File: src/rtl/pos_equiv_pkg.sv
// Shared definitions for the SOP/POS equivalence scanner.
package pos_equiv_pkg;

  localparam int unsigned MINTERMS   = 16;
  localparam int unsigned IDX_W      = 4;
  localparam int unsigned SETTLE_MAX = 15;

  typedef enum logic [1:0] {
    IDLE,
    SETTLE,
    SAMPLE,
    FIN
  } state_e;

endpackage

File: src/rtl/pos_equiv_scanner_settle_timer.sv
// Settle timer: loadable 4-bit down-counter; expired_o is high while the count is zero.
module settle_timer
  import pos_equiv_pkg::*;
(
  input  logic             clk_i,
  input  logic             rst_i,
  input  logic             load_i,
  input  logic [IDX_W-1:0] load_val_i,
  input  logic             en_i,
  output logic             expired_o
);

  logic [IDX_W-1:0] cnt_q;

  // Load takes priority; otherwise count down to zero and stop there.
  always_ff @(posedge clk_i) begin
    if (rst_i) begin
      cnt_q <= '0;
    end else if (load_i) begin
      cnt_q <= load_val_i;
    end else if (en_i && (cnt_q != '0)) begin
      cnt_q <= cnt_q - 1'b1;
    end
  end

  assign expired_o = (cnt_q == '0);

endmodule

File: src/rtl/pos_equiv_scanner.sv
// Equivalence scanner: sweeps a,b,c,d through all minterms, samples the SOP
// and POS implementations after a settle time, and compares the truth tables.
// Optional feature macro: POS_EQUIV_FAIL_IDX_EN adds the fail_idx output.
module pos_equiv_scanner
  import pos_equiv_pkg::*;
#(
  parameter int unsigned SETTLE_CYC = 1
) (
  input  logic        clk,
  input  logic        rst,
  input  logic        start,
  input  logic        f_s,
  input  logic        f_p,
  output logic        a,
  output logic        b,
  output logic        c,
  output logic        d,
  output logic        busy,
  output logic        done,
  output logic        equal,
  output logic [15:0] tt_s,
  output logic [15:0] tt_p
`ifdef POS_EQUIV_FAIL_IDX_EN
  ,
  output logic [3:0]  fail_idx
`endif
);

  // Timer counts SETTLE_CYC-1 down to 0, giving SETTLE_CYC cycles in SETTLE.
  // Out-of-range settings are clamped into 1..SETTLE_MAX.
  localparam int unsigned SETTLE_EFF =
    (SETTLE_CYC == 0) ? 1 : ((SETTLE_CYC > SETTLE_MAX) ? SETTLE_MAX : SETTLE_CYC);
  localparam logic [IDX_W-1:0] SETTLE_LOAD = IDX_W'(SETTLE_EFF - 1);
  localparam logic [IDX_W-1:0] LAST_IDX    = IDX_W'(MINTERMS - 1);

  state_e               state_q;
  logic [IDX_W-1:0]     idx_q;
  logic                 busy_q;
  logic                 done_q;
  logic                 equal_q;
  logic [MINTERMS-1:0]  tt_s_q, tt_s_d;
  logic [MINTERMS-1:0]  tt_p_q, tt_p_d;
  logic                 timer_load;
  logic                 timer_en;
  logic                 timer_expired;
`ifdef POS_EQUIV_FAIL_IDX_EN
  logic [IDX_W-1:0]     fail_idx_q;
`endif

  // Timer is reloaded while idle or sampling so every SETTLE starts full.
  always_comb begin
    timer_load = (state_q == IDLE) || (state_q == SAMPLE);
    timer_en   = (state_q == SETTLE);
  end

  settle_timer u_settle_timer (
    .clk_i      (clk),
    .rst_i      (rst),
    .load_i     (timer_load),
    .load_val_i (SETTLE_LOAD),
    .en_i       (timer_en),
    .expired_o  (timer_expired)
  );

  // Truth tables with the current minterm's sample merged in.
  always_comb begin
    tt_s_d        = tt_s_q;
    tt_p_d        = tt_p_q;
    tt_s_d[idx_q] = f_s;
    tt_p_d[idx_q] = f_p;
  end

  // Scan FSM with registered outputs and capture registers.
  always_ff @(posedge clk) begin
    if (rst) begin
      state_q    <= IDLE;
      idx_q      <= '0;
      busy_q     <= 1'b0;
      done_q     <= 1'b0;
      equal_q    <= 1'b0;
      tt_s_q     <= '0;
      tt_p_q     <= '0;
`ifdef POS_EQUIV_FAIL_IDX_EN
      fail_idx_q <= '0;
`endif
    end else begin
      case (state_q)
        IDLE: begin
          done_q <= 1'b0;
          if (start) begin
            tt_s_q     <= '0;
            tt_p_q     <= '0;
            equal_q    <= 1'b0;
            idx_q      <= '0;
            busy_q     <= 1'b1;
`ifdef POS_EQUIV_FAIL_IDX_EN
            fail_idx_q <= '0;
`endif
            state_q    <= SETTLE;
          end
        end
        SETTLE: begin
          if (timer_expired) begin
            state_q <= SAMPLE;
          end
        end
        SAMPLE: begin
          tt_s_q <= tt_s_d;
          tt_p_q <= tt_p_d;
`ifdef POS_EQUIV_FAIL_IDX_EN
          // Equal tables so far means no earlier mismatch: this one is the first.
          if ((f_s != f_p) && (tt_s_q == tt_p_q)) begin
            fail_idx_q <= idx_q;
          end
`endif
          if (idx_q == LAST_IDX) begin
            // Compare against the merged tables so bit 15 is included.
            equal_q <= (tt_s_d == tt_p_d);
            done_q  <= 1'b1;
            state_q <= FIN;
          end else begin
            idx_q   <= idx_q + 1'b1;
            state_q <= SETTLE;
          end
        end
        FIN: begin
          done_q  <= 1'b0;
          busy_q  <= 1'b0;
          state_q <= IDLE;
        end
        default: begin
          state_q <= IDLE;
        end
      endcase
    end
  end

  assign {a, b, c, d} = idx_q;
  assign busy         = busy_q;
  assign done         = done_q;
  assign equal        = equal_q;
  assign tt_s         = tt_s_q;
  assign tt_p         = tt_p_q;
`ifdef POS_EQUIV_FAIL_IDX_EN
  assign fail_idx     = fail_idx_q;
`endif

endmodule

File: config.mk
export PLATFORM = sky130hd
export DESIGN_NAME = pos_equiv_scanner
export DESIGN_NICKNAME = d
export VERILOG_FILES = /design/src/rtl/pos_equiv_pkg.sv /design/src/rtl/pos_equiv_scanner_settle_timer.sv /design/src/rtl/pos_equiv_scanner.sv
export SDC_FILE = /design/constraint.sdc
export NUM_CORES = 1
export LEC_CHECK = 0
export ABC_AREA = 1
export CAP_MARGIN = 40
export CORE_ASPECT_RATIO = 0.6
export CORE_UTILIZATION = 65
export CTS_BUF_LIST = sky130_fd_sc_hd__clkbuf_4
export DETAILED_ROUTE_END_ITERATION = 10
export DONT_BUFFER_PORTS = 1
export PLACE_DENSITY = 0.78
export SYNTH_ARGS = -nofsm -noshare
export SYNTH_HDL_FRONTEND = slang
export SYNTH_SLANG_ARGS = --single-unit
File: constraint.sdc
create_clock -name clk -period 2.61 [get_ports clk]
set_clock_uncertainty 0.2 [all_clocks]
set_input_delay 0.261 -clock clk [delete_from_list [all_inputs] [get_ports clk]]
set_output_delay 0.261 -clock clk [all_outputs]
set_load 0.03 [all_outputs]
== Word level (Yosys, flattened, before mapping) ==
Index checks and enable logic that the tools add are counted.

* Flip-flop bits (word level): 45
* Bits of input ports: 5
* Output and inout bits: 39
* Word-level logic and storage cells: 59

* $add $sub $neg: 2
* Order comparisons: 2
* Equality and inequality tests: 9
* Multiplexer cells: 21
* Reductions and logical operators: 17

{| class="wikitable"
|+ Operators with widths
! operator !! count
|-
| one-hot mux 16 bit (2 select lines) || 2
|-
| bitwise mux 16 bit || 2
|-
| == test 16 bit || 1
|-
| two-way mux 16 bit || 1
|-
| two-way mux 4 bit || 2
|-
| one-hot mux 2 bit (4 select lines) || 1
|-
| one-hot mux 4 bit (2 select lines) || 1
|-
| AND reduction 2 bit || 4
|-
| two-way mux 2 bit || 3
|-
| inequality test 2 bit, second input constant || 3
|-
| one-hot mux 1 bit (2 select lines) || 3
|-
| AND reduction 3 bit || 2
|-
| nonzero test 2 bit || 3
|-
| < comparator 4 x 5 -> 1 bit, second input constant || 1
|-
| two-way mux 1 bit || 5
|-
| adder 4 x 1 -> 4 bit, second input constant || 1
|-
| demux 1 bit (select 4 bit) || 1
|-
| == test 2 bit, second input constant || 2
|-
| == test 4 bit, second input constant || 1
|-
| greater-or-equal comparator 4 x 1 -> 1 bit, second input constant || 1
|-
| logical NOT 4 bit || 1
|-
| nonzero test 4 bit || 1
|-
| OR reduction 2 bit || 2
|-
| subtractor 4 x 1 -> 4 bit, second input constant || 1
|-
| 5 further kinds || 6
|}

== Depth between registers and ports, before layout ==
Gate-level depths: netlist of run 1.

* Depth after elaboration: 8
* Mapped depth: 14
* Mapped depth without buffers: 13

== Cells and area by module ==
Synthesis of run 1 repeated with hierarchy kept, for this count alone.

* Cell total of the unflattened synthesis: 508
* Area, all modules: 3017.9 µm²

{| class="wikitable"
|+ By module, submodules not included
! module !! instances !! cells an instance !! area an instance (µm²) !! sequential area each (µm²)
|-
| pos_equiv_scanner || 1 || 467 || 2743.9 || 820.8
|-
| settle_timer || 1 || 41 || 274.0 || 80.1
|}

== Least setup slack after synthesis of run 1 ==
No wires, ideal clock.

* Kind: reg2reg
* From: register idx_q[1]
* To: register equal_q (netlist: equal)
* Library setup time: 70 ps
* Arrival: 1854 ps
* Data required time: 2340 ps
* Slack: 485 ps
* Stages on the path, launching flop included: 15
* Buffers on the path: 1
* Clock period less this slack: 2125 ps
* Cell sequence: dfxtp_1 inv_1 ha_1 buf_2 nand3_2 nand2_1 o21ai_1 inv_1 nand2_1 nand2_1 nor2_1 nand2_1 nor2_1 nand2_1 a21oi_1

* Word-level cells in the longest chain between the ends: 8
* Elaborated cells on any way between the ends: 13
* Classes of those cells: 2 x order compare; 3 x eq/ne; 6 x mux; 2 x reduce/logical

{| class="wikitable"
|+ RTL lines
! element !! line !! text
|-
| start, declared || pos_equiv_scanner.sv:37 || <nowiki>logic [IDX_W-1:0] idx_q;</nowiki>
|-
| start signal, assigned || pos_equiv_scanner.sv:122 || <nowiki>idx_q <= idx_q + 1'b1;</nowiki>
|-
| < comparator 4 x 5 -> 1 bit (not written as such) / greater-or-equal comparator 4 x 1 -> 1 bit (equally long branches) || pos_equiv_scanner.sv:69, pos_equiv_scanner.sv:70 ||
|-
| logical AND 1 bit (not written as such) || pos_equiv_scanner.sv:69, pos_equiv_scanner.sv:70 ||
|-
| two-way mux 1 bit (not written as such) || pos_equiv_scanner.sv:69, pos_equiv_scanner.sv:70 ||
|-
| demux 1 bit (select 4 bit) || pos_equiv_scanner.sv:69, pos_equiv_scanner.sv:70 ||
|-
| bitwise mux 16 bit (on tied branches) || pos_equiv_scanner.sv:69, pos_equiv_scanner.sv:70 ||
|-
| == test 16 bit || pos_equiv_scanner.sv:118 || <nowiki>equal_q <= (tt_s_d == tt_p_d);</nowiki>
|-
| two-way mux 1 bit || pos_equiv_scanner.sv:116 || <nowiki>if (idx_q == LAST_IDX) begin</nowiki>
|-
| one-hot mux 1 bit (2 select lines) || pos_equiv_scanner.sv:87 || <nowiki>case (state_q)</nowiki>
|-
| end signal, assigned || pos_equiv_scanner.sv:118 ||
|-
| end, declared || pos_equiv_scanner.sv:40 || <nowiki>logic equal_q;</nowiki>
|}

Several ways; a longest one is shown, not always the timed one. The select of a mux whose other input is x is not followed.
A chain may end at the register's enable or synchronous reset.

== Final worst setup path of run 1 ==
* From: register idx_q[0]
* To: register equal_q (netlist: equal)

Same word-level chain as after synthesis.

==> results of run 1 <==
timing repair:
action | in CTS | in global routing
resized for setup | 0 | 0
hold buffers | 5 | 0
hold endpoints to repair | 41 | 0
how the worst max path moves through the flow:
stage | start | endpoint | cells after the start
2_1_floorplan | idx_q[1]$_SDFFE_PP0P_ | equal$_SDFFE_PP0P_ | 14
3_3_place_gp | idx_q[2]$_SDFFE_PP0P_ | equal$_SDFFE_PP0P_ | 11
3_5_place_dp | idx_q[0]$_SDFFE_PP0P_ | equal$_SDFFE_PP0P_ | 13
4_1_cts | idx_q[0]$_SDFFE_PP0P_ | equal$_SDFFE_PP0P_ | 13
5_1_grt | idx_q[0]$_SDFFE_PP0P_ | equal$_SDFFE_PP0P_ | 13
6_report | idx_q[0]$_SDFFE_PP0P_ | equal$_SDFFE_PP0P_ | 13
worst max-delay path: cells and delay by family, from the launching register on:
family / cells / cell delay [ns]
AOI/OAI and AO/OA: 1 / 0.11
adders and majority gates: 1 / 0.36
buffers and inverters: 2 / 0.36
DFF: 1 / 0.33
and+or+nand+nor: 9 / 0.89
flip-flops by register name, indices dropped and copies added, names as in the netlist:
name / count
tt_p: 16
tt_s: 16
idx_q: 4
u_settle_timer.cnt_q: 4
state_q: 2
busy: 1
done: 1
equal: 1
power by group through the flow:
| stage | sequential, mW | clock (mW) | combinational [mW] |
|---|---|---|---|
| after floorplan | 0.747 | 0 | 0.266 |
| after global placement | 0.743 | 0 | 0.356 |
| after detailed placement | 0.744 | 0 | 0.356 |
| after CTS | 0.728 | 0.328 | 0.378 |
| after global routing | 0.732 | 0.347 | 0.430 |
| final | 0.730 | 0.319 | 0.393 |
through the flow:
step / instance area (µm²) / total power [mW]
final: 3050 / 1.44
after global routing: 3050 / 1.51
after CTS: 3050 / 1.43
after detailed placement: 2940 / 1.10
after global placement: 2940 / 1.10
after floorplan: 2900 / 1.01
layout by cell type (no fill, tap or decap), drive strengths merged:
master and n:
buf 12, dlygate4sd3 4, nor3b 2, xor2 1
nor2 39, a21boi 1, nand2 185, clkinv 1
a21oi 38, o31ai 1, dfxtp 45, or2 2
a221oi 1, o21ai 22, inv 47, nand4 9
clkbuf 6, nor4 1, nand3 40, a211oi 3
ha 12
layout make-up:
cell class,instances,area (µm²)
fillers,386,1140
flip-flops and latches,45,901
clock inverters,1,3.75
inverters,47,181
multi-input cells,357,1700
repair buffers,16,143
clock buffers,6,45.0
well taps,60,75.1
logic make-up after synthesis:
family | synth area share [%]
xor+xnor | 0.302
flops | 31.0
simple gates | 41.1
buf+inv | 10.3
compound gates | 12.1
fa+ha+maj | 5.17
layer usage:
layer | vias up | wire length [µm] | global-route usage [%]
met1 | 1327 | 3460 | 44.5
li1 | 1502 | - | -
met5 | - | 0 | 0
met2 | 129 | 3180 | 50.4
met3 | 13 | 636 | 8.90
met4 | 0 | 69 | 9.41
==> metrics.cfg, run 1 <==
[synthesis]
synth.avg_cell_area_um2 = 6.17
synth_edf_count = 0
netlist_instances = 470
synth_top_cells_by_area = dfxtp_1 (31%), nand2_1 (24%), a21oi_1 (6.6%)
synth_commonest_cells = nand2_1 (185), dfxtp_1 (45), inv_1 (42)
syn_area_um2 = 2900
ys_warn_count = 0
synth_cell_type_count = 27
synth_fp_nets = 487
async_flop_share_pct = 0
yosys.area.top_type_share_pct = 31.0
synthFlopType = dfxtp_1
yosysMostFrequentCell = nand2_1
ys_seq_area_share_pct = 31.0
post-synth-top-area-cell = dfxtp_1
synth-seq-cells = 45

[setup_path]
crit_fanout = 6
crit_slowest_cell = ha_1
crit_type = flop to flop
rr_endpoint = equal$_SDFFE_PP0P_
crit_chain = buf_4 -> inv_1 -> ha_1 -> nand3_2 -> nand2_1 -> nand2_1 -> nand2_1 -> nand2_1 -> nor2_1 -> nand3_1 -> nor2_1 -> nand2_1 -> a21oi_1
critical_path_arrival_ns = 2.37
crit_path_frequent_cell = nand2_1
worstRegToRegCells = 13
rr_startpoint = idx_q[0]$_SDFFE_PP0P_
worst_setup_path_start_kind = flop
critPathMaxStageDelay_ns = 0.36
cp-end-kind = flop
r2r_slack_ns = 0.33
crit_required_ns = 2.70

[global_routing]
grt_max_degree = 39
antenna_found_initial = 0
grtUsageTotal_pct = 32.5
overflow = 0
grt_pass1_vias = 2444
grt_pass1_wl_um = 11700

[sta]
finalSetupViolCount = 0
fin_tns_setup_ns = 0
relSlewSlack_pct = 61.4
fin_hold_ws_ns = 0.0193
finalCriticalPeriod_ns = 2.28
fin_crit_sh_pct = 87.5
hold_viol = 0
setup_slack_ns = 0.326
max_freq_mhz = 438
worst_slew_pin_slew_ns = 0.578
grt_setup_unrepaired = no
final_max_slew_viol_count = 0

[place]
pre_cts_slack_ns = 0.380
dp.cells = 520
place.gp.congestion = 0.873
dpl.hpwl_um = 5140
portBuffers = 0

[drt]
dr.pass1.iters = 5
drt_wl_total_um = 7350
antenna_left = 0
vias_per_cell = 5.58
drc = 0
vias = 2971
drt_iter0_drc = 235
wl_per_cell_um = 13.8

[final_layout]
final_cells = 532
area_growth_pct = 5.17
final_net_count = 489
antennaDiodeCount = 0
fin_util_pct = 72.8
final_layout_size_suffix_gt1_share_pct = 8.05

[power]
clockPowerShare_pct = 22.1
intPower_mw = 0.921
power_leakage_nw = 1.28
comb_power_share_pct = 27.3
swShare_pct = 36.1
power_density_nw_per_um2 = 472
p_seq_share_pct = 50.6
switchingPower_mw = 0.520
vdd_drop_max_mv = 0.375

[run_status]
status = completed

[clock_network]
post-cts-setup-buffers = 0
clock-root-buffer = clkbuf_4
clockBufferDepth = 2
cts_tree = built
cts_max_level = 2
clock_latency_ns = 0.35
cts_sinks = 45
clkTransAtPathRegs_ns = 0.12
numCtsBuffers = 5

[floorplanning]
die_w_um = 88.3
num_rows = 18
io-pin-count = 44
start_util_pct = 69.3
die-area_um2 = 4740
die_h_um = 53.8
core_area_um2 = 4190

[min_path]
holdPathEnd = tt_p[8]$_SDFFE_PP0P_
min_path_cells = 4
hp-class = input port to flop
hp-start = f_p

[job]
maxCapViolCount = 0

(Power assumes the default switching activity.)
==> run 2, diff against run 1 <==
==> constraint.sdc (replaced) <==
create_clock -name clk -period 2.61 [get_ports clk]
set_clock_uncertainty 0.2 [all_clocks]
set_input_delay 0.522 -clock clk [delete_from_list [all_inputs] [get_ports clk]]
set_output_delay 0.522 -clock clk [all_outputs]
set_load 0.03 [all_outputs]
==> metrics.cfg, run 2 (same netlist as run 1, synthesis figures left out) <==
[clock_network]
cts_tree = built  ; unchanged
clkTransAtPathRegs_ns = 0.12  ; about the same
cts_sinks = 45  ; unchanged
post_cts_resize_count = 0  ; unchanged
post-cts-setup-buffers = 0  ; unchanged
numCtsBuffers = 5  ; unchanged
clockBufferDepth = 2  ; unchanged
cts_max_level = 2  ; unchanged
clock_latency_ns = 0.35  ; about the same
clock-root-buffer = clkbuf_4  ; unchanged

[power]
comb_power_share_pct = 26.0  ; was 27.3%
p_seq_share_pct = 51.6  ; was 50.6%
switchingPower_mw = 0.498  ; was 0.520 mW
finalPower_mw = 1.41  ; was 1.44 mW
power_density_nw_per_um2 = 471  ; was 472 nW/µm²
clockPowerShare_pct = 22.4  ; was 22.1%
swShare_pct = 35.2  ; was 36.1%
vdd_drop_max_mv = 0.373  ; was 0.375 mV
intPower_mw = 0.915  ; was 0.921 mW
power_leakage_nw = 1.25  ; was 1.28 nW

[final_layout]
antennaDiodeCount = 0  ; unchanged
area_growth_pct = 3.45  ; was 5.17%
final_net_count = 485  ; was 489
final_layout_size_suffix_gt1_share_pct = 7.91  ; was 8.05%
layout_common_cells = nand2_1 (185), dfxtp_1 (45), inv_1 (42)  ; unchanged
final_common_cell = nand2_1  ; unchanged
fin_util_pct = 71.7  ; was 72.8%
fin_area_um2 = 3000  ; was 3050 µm²

[sta]
fin_hold_ws_ns = 0.0248  ; was 0.0193 ns
finalCriticalPeriod_ns = 2.27  ; was 2.28 ns
final_max_slew_viol_count = 0  ; unchanged
fin_tns_setup_ns = 0  ; unchanged
max_freq_mhz = 440  ; was 438 MHz
relSlewSlack_pct = 61.7  ; was 61.4%
finalSetupViolCount = 0  ; unchanged
fin_crit_sh_pct = 87.0  ; was 87.5%
grt_setup_unrepaired = no  ; unchanged
worst_slew_pin_slew_ns = 0.573  ; was 0.578 ns
hold_viol = 0  ; unchanged

[drt]
dr.pass1.iters = 5  ; unchanged
wl_per_cell_um = 13.4  ; was 13.8 µm
drt_iter0_drc = 211  ; was 235
vias_per_cell = 5.53  ; was 5.58
drt_wl_total_um = 7100  ; was 7350 µm
antenna_left = 0  ; unchanged
vias = 2919  ; was 2971
drc = 0  ; unchanged

[global_routing]
grt_pass1_vias = 2419  ; was 2444
grt_max_degree = 39  ; unchanged
antenna_found_initial = 0  ; unchanged
overflow = 0  ; unchanged
grt_pass1_wl_um = 11400  ; was 11700 µm
grtUsageTotal_pct = 31.4  ; was 32.5%

[setup_path]
critPathBufInv = 1  ; was 2
crit_end = equal$_SDFFE_PP0P_  ; unchanged
r2r_slack_ns = 0.34  ; was 0.33 ns
crit_path_start = idx_q[2]$_SDFFE_PP0P_  ; was idx_q[0]$_SDFFE_PP0P_
critical_path_arrival_ns = 2.36  ; was 2.37 ns
rr_startpoint = idx_q[2]$_SDFFE_PP0P_  ; was idx_q[0]$_SDFFE_PP0P_
crit_path_frequent_cell = nand2_1  ; unchanged
path_delay_family = simple AND/OR/NAND/NOR gates  ; unchanged
worstRegToRegCells = 11  ; was 13
path_depth = 11  ; was 13
cp-end-kind = flop  ; unchanged
crit_slowest_cell = dfxtp_1  ; was ha_1
crit_required_ns = 2.70  ; about the same
crit_type = flop to flop  ; unchanged
worst_setup_path_start_kind = flop  ; unchanged
critPathMaxStageDelay_ns = 0.71  ; was 0.36 ns
crit_chain = buf_4 -> nand3_2 -> nand2_1 -> o21ai_0 -> nand2_1 -> nand2_1 -> nor2_1 -> nand2_1 -> nor2_1 -> nand2_1 -> a21oi_1  ; was buf_4 -> inv_1 -> ha_1 -> nand3_2 -> nand2_1 -> nand2_1 -> nand2_1 -> nand2_1 -> nor2_1 -> nand3_1 -> nor2_1 -> nand2_1 -> a21oi_1
rr_endpoint = equal$_SDFFE_PP0P_  ; unchanged
crit_fanout = 12  ; was 6

[min_path]
hp-class = input port to flop  ; unchanged

[floorplanning]
die-area_um2 = 4740  ; unchanged
die_w_um = 88.3  ; unchanged
io-pin-count = 44  ; unchanged
core_area_um2 = 4190  ; unchanged
die_h_um = 53.8  ; unchanged
start_util_pct = 69.3  ; unchanged
num_rows = 18  ; unchanged

[place]
place_area_um2 = 2940  ; unchanged
place.gp.congestion = 0.873  ; unchanged
portBuffers = 0  ; unchanged
dpl.hpwl_um = 5140  ; unchanged

[run_status]
status = completed  ; unchanged

[job]
maxCapViolCount = 0  ; unchanged

==> run 2: worst reg2reg max path: stages, from the launching register on <==
cell	delay, ns
dfxtp_1	0.71
buf_4	0.28
nand3_2	0.16
nand2_1	0.11
o21ai_0	0.11
nand2_1	0.10
nand2_1	0.06
nor2_1	0.14
nand2_1	0.06
nor2_1	0.11
nand2_1	0.06
a21oi_1	0.11
==> run 2: cell type report <==
cell class / instances / area, µm²
clock buffer: 6 / 45.0
clock inverter: 1 / 3.75
fill: 390 / 1190
inverter: 47 / 181
multi-input combinational: 357 / 1700
sequential: 45 / 901
tap: 60 / 75.1
timing repair buffer: 12 / 92.6
==> run 2: power groups by stage <==
stage | Clock, mW | Combinational [mW] | Sequential (mW)
after CTS | 0.328 | 0.357 | 0.728
after floorplan | 0 | 0.266 | 0.747
after global placement | 0 | 0.356 | 0.743
after global routing | 0.347 | 0.406 | 0.732
final | 0.317 | 0.367 | 0.729
after detailed placement | 0 | 0.356 | 0.744
==> run 2: per-stage QoR <==
| step | setup slack [ns] | instances |
|---|---|---|
| floorplan | 0.485 | 470 |
| global placement | 0.443 | 520 |
| detailed placement | 0.380 | 520 |
| CTS | 0.358 | 527 |
| global route | 0.132 | 528 |
| finish | 0.339 | 528 |
==> run 2: worst min-delay path by stage <==
stage,from,to,slack [ns],cells past startpoint
after floorplan,u_settle_timer.cnt_q[0]$_SDFFE_PP0P_,u_settle_timer.cnt_q[0]$_SDFFE_PP0P_,0.24,2
after global placement,u_settle_timer.cnt_q[0]$_SDFFE_PP0P_,u_settle_timer.cnt_q[0]$_SDFFE_PP0P_,0.25,2
after detailed placement,u_settle_timer.cnt_q[0]$_SDFFE_PP0P_,u_settle_timer.cnt_q[0]$_SDFFE_PP0P_,0.26,2
after CTS,rst,tt_s[1]$_SDFFE_PP0P_,0.01,1
after global routing,rst,tt_p[4]$_SDFFE_PP0P_,0.0002,1
final,rst,tt_s[1]$_SDFFE_PP0P_,0.02,1
==> run 2: what timing repair did <==
item | in CTS | in global routing
setup endpoints to repair | 0 | 0
hold buffers | 0 | 1
hold endpoints to repair | 0 | 3
==> run 2: per-layer routing <==
metal / track usage (%) / part of all wire [%]
met1: 42.6 / 47
met3: 8.74 / 9.8
met2: 49.4 / 42
met5: 0 / 0
met4: 8.33 / 1.3
